--- config.mk ---
export PLATFORM = sky130hd
export DESIGN_NAME = wb_stage_p
export DESIGN_NICKNAME = d
export VERILOG_FILES = /design/src/rtl/wb_stage_p_pkg.sv /design/src/rtl/wb_load_ext.sv /design/src/rtl/wb_stage_p.sv
export SDC_FILE = /design/constraint.sdc
export NUM_CORES = 1
export LEC_CHECK = 0
export ABC_CLOCK_PERIOD_IN_PS = 2300
export BUFFER_PORTS_ARGS = -buffer_cell sky130_fd_sc_hd__buf_2
export CAP_MARGIN = 25
export CORE_ASPECT_RATIO = 0.7
export CORE_MARGIN = 1
export CORE_UTILIZATION = 51
export DETAILED_ROUTE_END_ITERATION = 16
export HOLD_SLACK_MARGIN = 0.03
export PLACE_DENSITY = 0.86
export SLEW_MARGIN = 5
export SYNTH_ARGS = -nofsm -noshare
export SYNTH_HDL_FRONTEND = slang
export SYNTH_HIERARCHICAL = 1
export SYNTH_SLANG_ARGS = --single-unit
--- constraint.sdc ---
create_clock -name clk -period 2.3 [get_ports clk]
set_input_delay 0.115 -clock clk [delete_from_list [all_inputs] [get_ports clk]]
set_output_delay 0.115 -clock clk [all_outputs]
set_load 0.005 [all_outputs]
--- src/rtl/wb_stage_p_pkg.sv ---
// Shared encodings for the writeback stage: writeback source select and
// load access size.
package wb_stage_p_pkg;

  typedef enum logic [1:0] {
    WB_SRC_ALU  = 2'd0,
    WB_SRC_MEM  = 2'd1,
    WB_SRC_LINK = 2'd2,
    WB_SRC_RSVD = 2'd3
  } wb_src_e;

  typedef enum logic [1:0] {
    LD_BYTE = 2'd0,
    LD_HALF = 2'd1,
    LD_WORD = 2'd2
  } ld_size_e;

endpackage

--- src/rtl/wb_load_ext.sv ---
// Combinational load-data extension: selects the little-endian byte or
// halfword lane addressed by the low address bits and sign- or zero-extends
// it to the full data width. Word and the unused size code pass through.
module wb_load_ext
  import wb_stage_p_pkg::*;
#(
  parameter int DATA_W = 32
) (
  input  logic [DATA_W-1:0] mem_data_i,
  input  logic [1:0]        ld_size_i,
  input  logic              ld_signed_i,
  input  logic [1:0]        ld_offset_i,
  output logic [DATA_W-1:0] ext_data_o
);

  logic [DATA_W-1:0] w_byte_sh;
  logic [DATA_W-1:0] w_half_sh;

  // Lane selection by shift; a half access ignores offset bit 0.
  assign w_byte_sh = mem_data_i >> {ld_offset_i, 3'b000};
  assign w_half_sh = mem_data_i >> {ld_offset_i[1], 4'b0000};

  // Extend the selected lane according to size and signedness.
  always_comb begin
    ext_data_o = mem_data_i;
    case (ld_size_e'(ld_size_i))
      LD_BYTE: begin
        if (ld_signed_i)
          ext_data_o = {{(DATA_W-8){w_byte_sh[7]}}, w_byte_sh[7:0]};
        else
          ext_data_o = {{(DATA_W-8){1'b0}}, w_byte_sh[7:0]};
      end
      LD_HALF: begin
        if (ld_signed_i)
          ext_data_o = {{(DATA_W-16){w_half_sh[15]}}, w_half_sh[15:0]};
        else
          ext_data_o = {{(DATA_W-16){1'b0}}, w_half_sh[15:0]};
      end
      default: ext_data_o = mem_data_i;
    endcase
  end

endmodule

--- src/rtl/wb_stage_p.sv ---
// Pipeline writeback stage: registers the incoming instruction, selects the
// writeback data, suppresses writes to register 0, keeps a one-cycle-old copy
// of the writeback for forwarding and counts retired instructions.
// Optional feature macro: WB_LOAD_EXT_EN (sub-word load extension). Without
// it, MEM-source data is the raw registered load word and ld_* are ignored.
// There is no handshake: valid_i qualifies the inputs on every non-stalled
// edge, stall_i freezes the whole stage, flush_i kills the incoming one.
module wb_stage_p
  import wb_stage_p_pkg::*;
#(
  parameter int DATA_W     = 32,
  parameter int REG_ADDR_W = 5,
  parameter int RETIRE_W   = 32
) (
  input  logic                  clk,
  input  logic                  reset,
  input  logic                  valid_i,
  input  logic                  stall_i,
  input  logic                  flush_i,
  input  logic [DATA_W-1:0]     aluData_i,
  input  logic [DATA_W-1:0]     memData_i,
  input  logic [DATA_W-1:0]     linkData_i,
  input  logic [1:0]            c_WBSrc_i,
  input  logic [REG_ADDR_W-1:0] wb_addr_i,
  input  logic                  c_RegWrite_i,
  input  logic [1:0]            ld_size_i,
  input  logic                  ld_signed_i,
  input  logic [1:0]            ld_offset_i,
  output logic [DATA_W-1:0]     e_WBData,
  output logic                  e_RegWrite,
  output logic [REG_ADDR_W-1:0] e_WBAddr,
  output logic                  e_Valid,
  output logic [DATA_W-1:0]     e_PrevWBData,
  output logic [REG_ADDR_W-1:0] e_PrevWBAddr,
  output logic                  e_PrevRegWrite,
  output logic [RETIRE_W-1:0]   e_RetireCnt
);

  logic                  r_valid;
  logic                  r_regwrite;
  logic [REG_ADDR_W-1:0] r_addr;
  wb_src_e               r_src;
  logic [DATA_W-1:0]     r_alu;
  logic [DATA_W-1:0]     r_mem;
  logic [DATA_W-1:0]     r_link;
  logic [DATA_W-1:0]     r_prev_data;
  logic [REG_ADDR_W-1:0] r_prev_addr;
  logic                  r_prev_we;
  logic [RETIRE_W-1:0]   r_retire;

  logic [DATA_W-1:0]     w_mem_data;
  logic [DATA_W-1:0]     w_wb_data;
  logic                  w_regwrite;

`ifdef WB_LOAD_EXT_EN
  logic [1:0]            r_ld_size;
  logic                  r_ld_signed;
  logic [1:0]            r_ld_offset;

  // Load-shape registers exist only when extension is compiled in.
  always_ff @(posedge clk) begin
    if (reset) begin
      r_ld_size   <= 2'd0;
      r_ld_signed <= 1'b0;
      r_ld_offset <= 2'd0;
    end else if (!stall_i) begin
      r_ld_size   <= ld_size_i;
      r_ld_signed <= ld_signed_i;
      r_ld_offset <= ld_offset_i;
    end
  end

  wb_load_ext #(
    .DATA_W (DATA_W)
  ) u_load_ext (
    .mem_data_i  (r_mem),
    .ld_size_i   (r_ld_size),
    .ld_signed_i (r_ld_signed),
    .ld_offset_i (r_ld_offset),
    .ext_data_o  (w_mem_data)
  );
`else
  logic w_ld_unused;
  assign w_ld_unused = ^{ld_size_i, ld_signed_i, ld_offset_i};
  assign w_mem_data  = r_mem;
`endif

  // Stage capture: reset clears, stall holds, flush kills valid/write.
  always_ff @(posedge clk) begin
    if (reset) begin
      r_valid    <= 1'b0;
      r_regwrite <= 1'b0;
      r_addr     <= '0;
      r_src      <= WB_SRC_ALU;
      r_alu      <= '0;
      r_mem      <= '0;
      r_link     <= '0;
    end else if (!stall_i) begin
      r_valid    <= valid_i & ~flush_i;
      r_regwrite <= c_RegWrite_i & ~flush_i;
      r_addr     <= wb_addr_i;
      r_src      <= wb_src_e'(c_WBSrc_i);
      r_alu      <= aluData_i;
      r_mem      <= memData_i;
      r_link     <= linkData_i;
    end
  end

  // Writeback data select; the reserved code falls back to the ALU result.
  always_comb begin
    w_wb_data = r_alu;
    case (r_src)
      WB_SRC_MEM:  w_wb_data = w_mem_data;
      WB_SRC_LINK: w_wb_data = r_link;
      default:     w_wb_data = r_alu;
    endcase
  end

  assign w_regwrite = r_valid & r_regwrite & (r_addr != '0);

  // One-cycle-old writeback copy for forwarding into younger instructions.
  always_ff @(posedge clk) begin
    if (reset) begin
      r_prev_data <= '0;
      r_prev_addr <= '0;
      r_prev_we   <= 1'b0;
    end else if (!stall_i) begin
      r_prev_data <= w_wb_data;
      r_prev_addr <= r_addr;
      r_prev_we   <= w_regwrite;
    end
  end

  // Retire counter: counts the instruction leaving the stage; wraps freely.
  always_ff @(posedge clk) begin
    if (reset) begin
      r_retire <= '0;
    end else if (!stall_i && r_valid) begin
      r_retire <= r_retire + {{(RETIRE_W-1){1'b0}}, 1'b1};
    end
  end

  assign e_WBData       = w_wb_data;
  assign e_RegWrite     = w_regwrite;
  assign e_WBAddr       = r_addr;
  assign e_Valid        = r_valid;
  assign e_PrevWBData   = r_prev_data;
  assign e_PrevWBAddr   = r_prev_addr;
  assign e_PrevRegWrite = r_prev_we;
  assign e_RetireCnt    = r_retire;

endmodule
==> flow_summary.ini, run 1 <==
[status]
status = finished clean

[yosys]
ys.flop_type = dfxtp_1
netlist_area_sq_mm = 0.00712
ys_async_sr_fraction_pct = 0
syn_area_per_cell_sq_um = 9.41
synth_cells = 756
synth_top_area_share_pct = 49.2
ys_seq_area_share_pct = 49.2
synth_edf_count = 0
yosysWarningCount = 6
yosysMostFrequentCell = dfxtp_1
yosysUniqueCellTypes = 32
synth_seq_cells = 175
synthesis.nets = 873
synth_top_area_cell = dfxtp_1
synth_area_leaders = dfxtp_1 49%, mux2i_1 20%, nor2_1 8.4%
synth.top_cells.by_count = 175 x dfxtp_1, 159 x nor2_1, 142 x mux2i_1, 47 x clkbuf_1, 43 x nand2_1

[placement]
portBuffers = 217
post-place-ws_ns = 0.218
place_congestion = 0.804
placed_area_sq_mm = 0.00834
dp_hpwl_microns = 12000

[floorplan]
die_area_sq_mm = 0.0144
core-area_sq_mm = 0.0134
dieHeight_microns = 101
rows = 35
ios = 223
initial_utilization_pct = 53.1
die_x_microns = 143

[power_and_ir_drop]
peakVddDrop_v = 0.000524
powerDensity_mw_per_mm2 = 696
leakagePower_nw = 4.66

[final_layout]
area_growth_pct = 40.2
drive_gt1_share_pct = 24.9
final_cell_area_sq_mm = 0.00997
nets = 1168

[detailed_routing]
vias_per_cell = 5.38
drt_pre_antenna_iters = 4
first_iter_violations = 302
vias = 6721
wl_per_cell_microns = 16.8
remaining_drc_errors = 0
wl_microns = 21000
ant_nets = 0

[sta]
fin_tns_setup_ns = 0
clock.fmax_mhz = 470
setup_viol = 0
worst_slack_ns = 0.170
post-route-min-period_ns = 2.13
relSlewSlack_pct = 26.4
hold_viol = 0
fin_skew_ns = 0.0103
worst-slew-pin-transition_ns = 1.10
min_period_over_period_pct = 92.6
finalMaxSlewViolations = 0
rsz0062_at_grt = false

[job]
cap_violations = 0

[worst_hold_path]
min-delay-path-class = in -> reg
holdPathStages = 4
hp-start = flush_i
whs_endpoint = e_Valid

[worst_setup_path]
rrSetupSlack_ns = 0.18
r2r_start = e_RetireCnt[0]
slowest_stage = ha_4
crit_path_end_kind = output pin
crit_fanout = 25
crit_type = reg -> out
timing.rr.end = e_RetireCnt[30]
critPathRequiredTime_ns = 2.18
start_kind = flip-flop
cp_data_arrival_time_ns = 2.01
cp_top_family = buffers and inverters
rr_worst_depth = 5
crit_buf_inv = 3
cp_cell_sequence = inv_1 -> ha_4 -> buf_4 -> a22oi_1 -> o21ai_0 -> buf_2
cpPeakStageDelay_ns = 0.38

[grt]
track_usage_pct = 29.4
overflow = 0
grt_max_degree = 147
grt_pass1_wl_microns = 33100
grt_pass1_vias = 6814
antenna_found_initial = 1

[clock_tree]
cts_buffers = 17
cts_sinks = 175
h-tree-depth = 4
cts_tree = yes
clkTransAtPathRegs_ns = 0.07
worst_skew_pair.late_latency_ns = 0.42
cts_setup_buffers = 0
cts-root-buf = clkbuf_16
clk_path_buf_depth = 2
## where the power goes
part,internal (mW),switching (mW)
Sequential,3.16,0.0828
Combinational,0.423,0.405
Clock,1.54,1.32
## stage by stage
stage | util (%) | hold slack [ns] | power [mW] | std cells
5_1_grt | 74.4 | 0.0679 | 7.19 | 1250
2_1_floorplan | - | 0.259 | 3.68 | 756
4_1_cts | 74.4 | 0.0325 | 6.93 | 1249
3_5_place_dp | 62.2 | 0.350 | 3.96 | 1113
3_3_place_gp | 62.2 | 0.342 | 3.93 | 1113
6_report | 74.4 | 0.0486 | 6.94 | 1250
## sequential cells by signal, summed over array words and instances (netlist names)
signal,count
e_WBAddr,5
r_src,2
e_PrevRegWrite,1
r_regwrite,1
e_PrevWBData,32
e_Valid,1
e_RetireCnt,32
r_alu,32
e_PrevWBAddr,5
r_link,32
r_mem,32
## worst min-delay path, delay by kind of cell
family | cells | cell delay (ns)
buffers and inverters | 1 | 0.09
AOI/OAI and AO/OA | 1 | 0.12
and+or+nand+nor | 2 | 0.09
## placed cells by master, fill, tap and decap left out, drive strengths merged, types with 5 or more instances in the layout
master / instances
buf: 226
dfxtp: 175
nor2: 159
mux2i: 142
dlygate4sd3: 104
nand2: 43
o21ai: 38
a22oi: 33
a21oi: 19
clkbuf: 19
inv: 15
or4: 14
o31ai: 12
nand3: 9
nand4: 9
or3: 8
xor2: 6
xnor2: 5
## worst max-delay path by stage
stage              startpoint  cells past startpoint               to  slack, ns
2_1_floorplan         e_Valid                      5  e_RetireCnt[27]       0.45
3_3_place_gp   e_RetireCnt[0]                      5  e_RetireCnt[30]       0.33
3_5_place_dp   e_RetireCnt[0]                      5  e_RetireCnt[30]       0.22
4_1_cts              r_src[1]                      6     e_WBData[12]       0.02
5_1_grt        e_RetireCnt[0]                      5  e_RetireCnt[30]       0.03
6_report             r_src[0]                      6     e_WBData[19]       0.17
## cell type report
type | instances | area [sq um]
fillers | 901 | 3430
flip-flops and latches | 175 | 3500
diodes | 1 | 2.50
inverters | 6 | 22.5
repair buffers | 331 | 2250
well taps | 185 | 231
clock buffers | 18 | 429
clock inverters | 14 | 149
multi-input cells | 520 | 3380
## cells by family after synthesis
kind of cell	count (synthesis)	share of synthesized area, %
buffers and inverters	61	3.41
XOR/XNOR	11	1.35
AND/OR/NAND/NOR	259	16.3
AO/OA/AOI/OAI	103	8.90
flip-flops	175	49.2
multiplexers	144	20.3
adder cells (fa/ha/maj)	3	0.528
## per-layer routing
metal	up-vias	track usage [%]	part of all wire [%]
met5	-	0	0
met2	265	52.8	49
met1	3183	34.3	42
met3	41	6.51	6.1
met4	0	11.1	2.4
li1	3232	-	-
## timing repair
action / CTS / global route
endpoints found under the setup margin: 2 / 7
gates resized for setup: 1 / 7
hold buffers: 104 / 0
hold endpoints to repair: 104 / 0
gates cloned: 0 / 0
(Power assumes the default switching activity.)
==> run 2, diff against run 1 <==
--- a/config.mk
+++ b/config.mk
@@ -11,9 +11,11 @@
 export CORE_ASPECT_RATIO = 0.7
 export CORE_MARGIN = 1
 export CORE_UTILIZATION = 51
+export CTS_CLUSTER_DIAMETER = 100
 export DETAILED_ROUTE_END_ITERATION = 16
 export HOLD_SLACK_MARGIN = 0.03
 export PLACE_DENSITY = 0.86
+export SETUP_SLACK_MARGIN = 0.2
 export SLEW_MARGIN = 5
 export SYNTH_ARGS = -nofsm -noshare
 export SYNTH_HDL_FRONTEND = slang
==> run 2 against run 1 <==
Net effect: utilization increased by 0.47 points; sequential power is essentially flat; cell count up 0.24%; fmax up 4.9%; critical path type unchanged; critical endpoint is now e_WBData[12]; largest cell class unchanged.
==> flow_summary.ini, run 2 (same netlist as run 1, synthesis figures left out) <==
[status]
status = finished clean

[final_layout]
layout_common_cells = 215 x buf_2, 175 x dfxtp_1, 159 x nor2_1
final_cell_area_sq_mm = 0.0100
final_common_cell = buf_2
area_growth_pct = 41.0
finalNonFillerCells = 1253
nets = 1171
drive_gt1_share_pct = 25.3
num-fill-cells = 893
regArea_sq_mm = 0.00350
multiInputGateArea_sq_mm = 0.00340

[detailed_routing]
dr.max_layer_used = met4
drt_pre_antenna_iters = 5
wl_microns = 21100
remaining_drc_errors = 0
wl_met1_microns = 8880
ant_nets = 0
first_iter_violations = 316
vias_per_cell = 5.38
vias = 6746
wl_per_cell_microns = 16.9
dr_wl_met2_microns = 10500
wl_met3_microns = 1310

[worst_setup_path]
cpPeakStageDelay_ns = 0.34
crit_fanout = 15
cp_cell_sequence = inv_1 -> ha_2 -> buf_6 -> a22oi_1 -> o21ai_1 -> buf_2
r2r_start = e_Valid
slowest_stage = dfxtp_1
rr_worst_depth = 4
cp_top_family = buffers and inverters
rrSetupSlack_ns = 0.33
timing.rr.end = e_RetireCnt[29]
start_kind = flip-flop
crit_path_end_kind = output pin
critPathRequiredTime_ns = 2.18
crit_type = reg -> out
cp_data_arrival_time_ns = 1.92
crit_buf_inv = 3

[floorplan]
rows = 35
die_x_microns = 143
dieHeight_microns = 101
core-area_sq_mm = 0.0134
ios = 223
die_area_sq_mm = 0.0144
initial_utilization_pct = 53.1

[worst_hold_path]
whs_endpoint = e_Valid
hp-start = flush_i
min-delay-path-class = in -> reg
holdPathStages = 4

[sta]
rsz0062_at_grt = true
setup_viol = 0
worst-slew-pin-transition_ns = 1.20
min_period_over_period_pct = 88.3
post-route-min-period_ns = 2.03
finalMaxSlewViolations = 0
fin_skew_ns = 0.0122
fin_tns_setup_ns = 0
whs_ns = 0.0456
clock.fmax_mhz = 492
hold_viol = 0
relSlewSlack_pct = 19.8

[grt]
track_usage_pct = 29.4
overflow = 0
grt_max_degree = 147
antenna_found_initial = 1
grt_pass1_vias = 6810
grt_pass1_wl_microns = 33100

[clock_tree]
h-tree-depth = 4
clkTransAtPathRegs_ns = 0.07
clk_path_buf_depth = 2
worst_skew_pair.late_latency_ns = 0.42
cts_buffers = 17
cts_tree = yes
cts-root-buf = clkbuf_16
cts_sinks = 175

[power_and_ir_drop]
powerDensity_mw_per_mm2 = 693
peakVddDrop_v = 0.000525
total_power_mw = 6.96
leakagePower_nw = 4.69

[placement]
place_congestion = 0.804
portBuffers = 217
dp_hpwl_microns = 12000
placed_area_sq_mm = 0.00834
dpl.cell_count = 1113

[job]
cap_violations = 0
run 2: cell types whose count changed in the layout (fill, tap and decap cells not counted), sizes merged:
| cell | previous run | this run |
|---|---|---|
| buf | 226 | 229 |
run 2: worst max path at each step:
| stage | cells past startpoint | to | start | slack, ns |
|---|---|---|---|---|
| 5_1_grt | 6 | e_WBData[19] | r_src[1] | 0.15 |
| 4_1_cts | 6 | e_WBData[10] | r_src[1] | 0.20 |
| 6_report | 6 | e_WBData[12] | r_src[1] | 0.27 |
| 3_3_place_gp | 5 | e_RetireCnt[30] | e_RetireCnt[0] | 0.33 |
| 2_1_floorplan | 5 | e_RetireCnt[27] | e_Valid | 0.45 |
| 3_5_place_dp | 5 | e_RetireCnt[30] | e_RetireCnt[0] | 0.22 |
run 2: worst min-delay path, stage by stage:
cell and delay, ns:
buf_2 0.09, nor3b_1 0.04, a21oi_1 0.11, nor2_1 0.05
run 2: power by group:
group | internal (mW) | total (mW) | leakage (nW) | switching [mW]
logic | 0.433 | 0.844 | 2.97 | 0.410
registers | 3.16 | 3.24 | 1.43 | 0.0828
clock network | 1.54 | 2.87 | 0.284 | 1.32
run 2: cell type report:
| type | instances | share of cell area [%] |
|---|---|---|
| diodes | 1 | 0.0249 |
| clock buffers | 18 | 4.28 |
| clock inverters | 14 | 1.48 |
| inverters | 6 | 0.224 |
| multi-input cells | 520 | 33.9 |
| flip-flops and latches | 175 | 34.9 |
| well taps | 185 | 2.31 |
| repair buffers | 334 | 22.9 |
run 2: what timing repair did:
| item | CTS | global route |
|---|---|---|
| setup buffers | 0 | 3 |
| resized for setup | 7 | 12 |
| hold endpoints to repair | 104 | 0 |
| hold buffers | 104 | 0 |
| endpoints found under the setup margin | 33 | 33 |
run 2: per-stage QoR:
| step | worst slack [ns] | util (%) |
|---|---|---|
| 2_1_floorplan | 0.450 | - |
| 3_3_place_gp | 0.333 | 62.2 |
| 3_5_place_dp | 0.218 | 62.2 |
| 4_1_cts | 0.201 | 74.4 |
| 5_1_grt | 0.154 | 74.9 |
| 6_report | 0.269 | 74.9 |
run 2: layer usage:
metal | vias up | global-route usage, %
met3 | 45 | 6.51
met1 | 3175 | 34.3
met4 | 0 | 11.1
met2 | 277 | 52.8
met5 | - | 0
li1 | 3249 | -
==> run 3, diff against run 2 <==
--- a/config.mk
+++ b/config.mk
@@ -9,7 +9,6 @@
 export BUFFER_PORTS_ARGS = -buffer_cell sky130_fd_sc_hd__buf_2
 export CAP_MARGIN = 25
 export CORE_ASPECT_RATIO = 0.7
-export CORE_MARGIN = 1
 export CORE_UTILIZATION = 51
 export CTS_CLUSTER_DIAMETER = 100
 export DETAILED_ROUTE_END_ITERATION = 16
==> constraint.sdc (replaced) <==
create_clock -name clk -period 2.3 [get_ports clk]
set_input_delay 0.115 -clock clk [delete_from_list [all_inputs] [get_ports clk]]
set_output_delay 0.115 -clock clk [all_outputs]
set_load 0.1 [all_outputs]
==> run 3 against run 2 <==
Net effect: first-iteration DRC count up 15%; clock power up 5%; global-route usage up 2.8 points; non-clock buffer count up 5; critical path type unchanged; highest routed layer unchanged.
==> flow_summary.ini, run 3 (same netlist as run 1, synthesis figures left out) <==
[status]
status = finished clean

[detailed_routing]
remaining_drc_errors = 0
first_iter_violations = 364
drt_pre_antenna_iters = 5
vias = 6963
ant_nets = 0
vias_per_cell = 5.54
wl_microns = 23400
wl_per_cell_microns = 18.6

[final_layout]
layout_common_cells = 183 x buf_2, 159 x nor2_1, 143 x dfxtp_1
nets = 1176
multiInputGateArea_sq_mm = 0.00374
area_growth_pct = 55.2
drive_gt1_share_pct = 31.6
num-fill-cells = 722
regArea_sq_mm = 0.00356
final_common_cell = buf_2

[clock_tree]
cts_buffers = 17
worst_skew_pair.late_latency_ns = 0.42
cts_sinks = 175
h-tree-depth = 4
cts-root-buf = clkbuf_16
clkTransAtPathRegs_ns = 0.07
cts_tree = yes
clk_path_buf_depth = 2

[worst_setup_path]
crit_type = reg -> out
cpPeakStageDelay_ns = 0.40
cp_data_arrival_time_ns = 1.94
start_kind = flip-flop
slowest_stage = dfxtp_1
crit_fanout = 15
crit_buf_inv = 3
critPathRequiredTime_ns = 2.18
crit_start = r_src[1]
crit_path_end_kind = output pin
cp_cell_sequence = inv_1 -> ha_1 -> buf_4 -> a22oi_1 -> o21ai_4 -> buf_12
cp_top_family = compound AO/OA/AOI/OAI gates
r2r_start = e_RetireCnt[0]

[grt]
grt_pass1_wl_microns = 35500
grt_max_degree = 67
antenna_found_initial = 0
overflow = 0
track_usage_pct = 32.2
grt_pass1_vias = 7026

[job]
cap_violations = 0

[sta]
fin_tns_setup_ns = 0
relSlewSlack_pct = 46.8
min_period_over_period_pct = 89.3
clock.fmax_mhz = 487
finalMaxSlewViolations = 0
worst-slew-pin-transition_ns = 0.798
setup_viol = 0
whs_ns = 0.109
rsz0062_at_grt = true
post-route-min-period_ns = 2.05
fin_skew_ns = 0.0118
hold_viol = 0

[power_and_ir_drop]
peakVddDrop_v = 0.000589
powerDensity_mw_per_mm2 = 717
leakagePower_nw = 4.94
total_power_mw = 7.92

[placement]
portBuffers = 217
dp_hpwl_microns = 12900
place_congestion = 0.811

[floorplan]
die_area_sq_mm = 0.0144
core-area_sq_mm = 0.0134
ios = 223
rows = 35
initial_utilization_pct = 53.1
dieHeight_microns = 101
die_x_microns = 143

[worst_hold_path]
hp-start = valid_i
min-delay-path-class = in -> reg
-- run 3: changes by cell type in the layout (fill, tap and decap cells not counted), moves of 3 or more --
cell / previous run / this run
buf_12: 4 / 37
buf_2: 215 / 183
dfxtp_1: 175 / 143
o21ai_4: 0 / 30
dfxtp_2: 0 / 24
o21ai_0: 26 / 6
o21ai_1: 11 / 0
dfxtp_4: 0 / 8
buf_4: 7 / 11
buf_6: 3 / 0
-- run 3: report_power, final --
part,switching [mW],internal (mW)
Combinational,1.04,0.614
Sequential,0.0866,3.15
Clock,1.27,1.75
-- run 3: worst paths after layout --
kind                                         to  slack [ns]  depth (start not counted)
worst min register to register  e_RetireCnt[17]        0.49                          2
worst min-delay path                    e_Valid        0.11                          4
worst max register to register  e_RetireCnt[30]        0.42                          5
worst max-delay path               e_WBData[24]        0.25                          6
-- run 3: per-stage QoR --
step	cells	utilization [%]	cell area [sq um]	worst slack [ns]
detailed placement	1115	69.2	9280	0.324
finish	1256	82.4	11000	0.245
global route	1255	82.4	11000	0.190
global placement	1115	69.2	9280	0.361
floorplan	756	-	7530	0.149
CTS	1253	81.8	11000	0.210
-- run 3: layout make-up --
type / instances / share of cell area, %
clock inverter: 11 / 1.29
antenna: 1 / 0.0227
multi-input combinational: 520 / 33.9
inverter: 6 / 0.204
sequential: 175 / 32.3
timing repair buffer: 339 / 25.9
tap: 185 / 2.10
clock buffer: 19 / 4.31
-- run 3: routing by layer --
metal	global-route usage, %	up-vias	wire (microns)
li1	-	3254	-
met3	7.89	91	1560
met5	0	-	0
met1	36.2	3306	9360
met4	18.4	0	1050
met2	56.1	312	11400
-- run 3: worst reg2reg max path, cell delays in order (launching register included) --
cell	delay, ns
dfxtp_4	0.36
ha_1	0.16
and4b_1	0.35
nand3_2	0.27
nor4_1	0.27
mux2_2	0.37
-- run 3: what timing repair did --
action	in CTS	in global routing
gates cloned	0	0
hold endpoints to repair	105	0
hold buffers	105	0
pin swaps	1	1
setup buffers	3	1
gates resized for setup	0	3
endpoints found under the setup margin	26	19
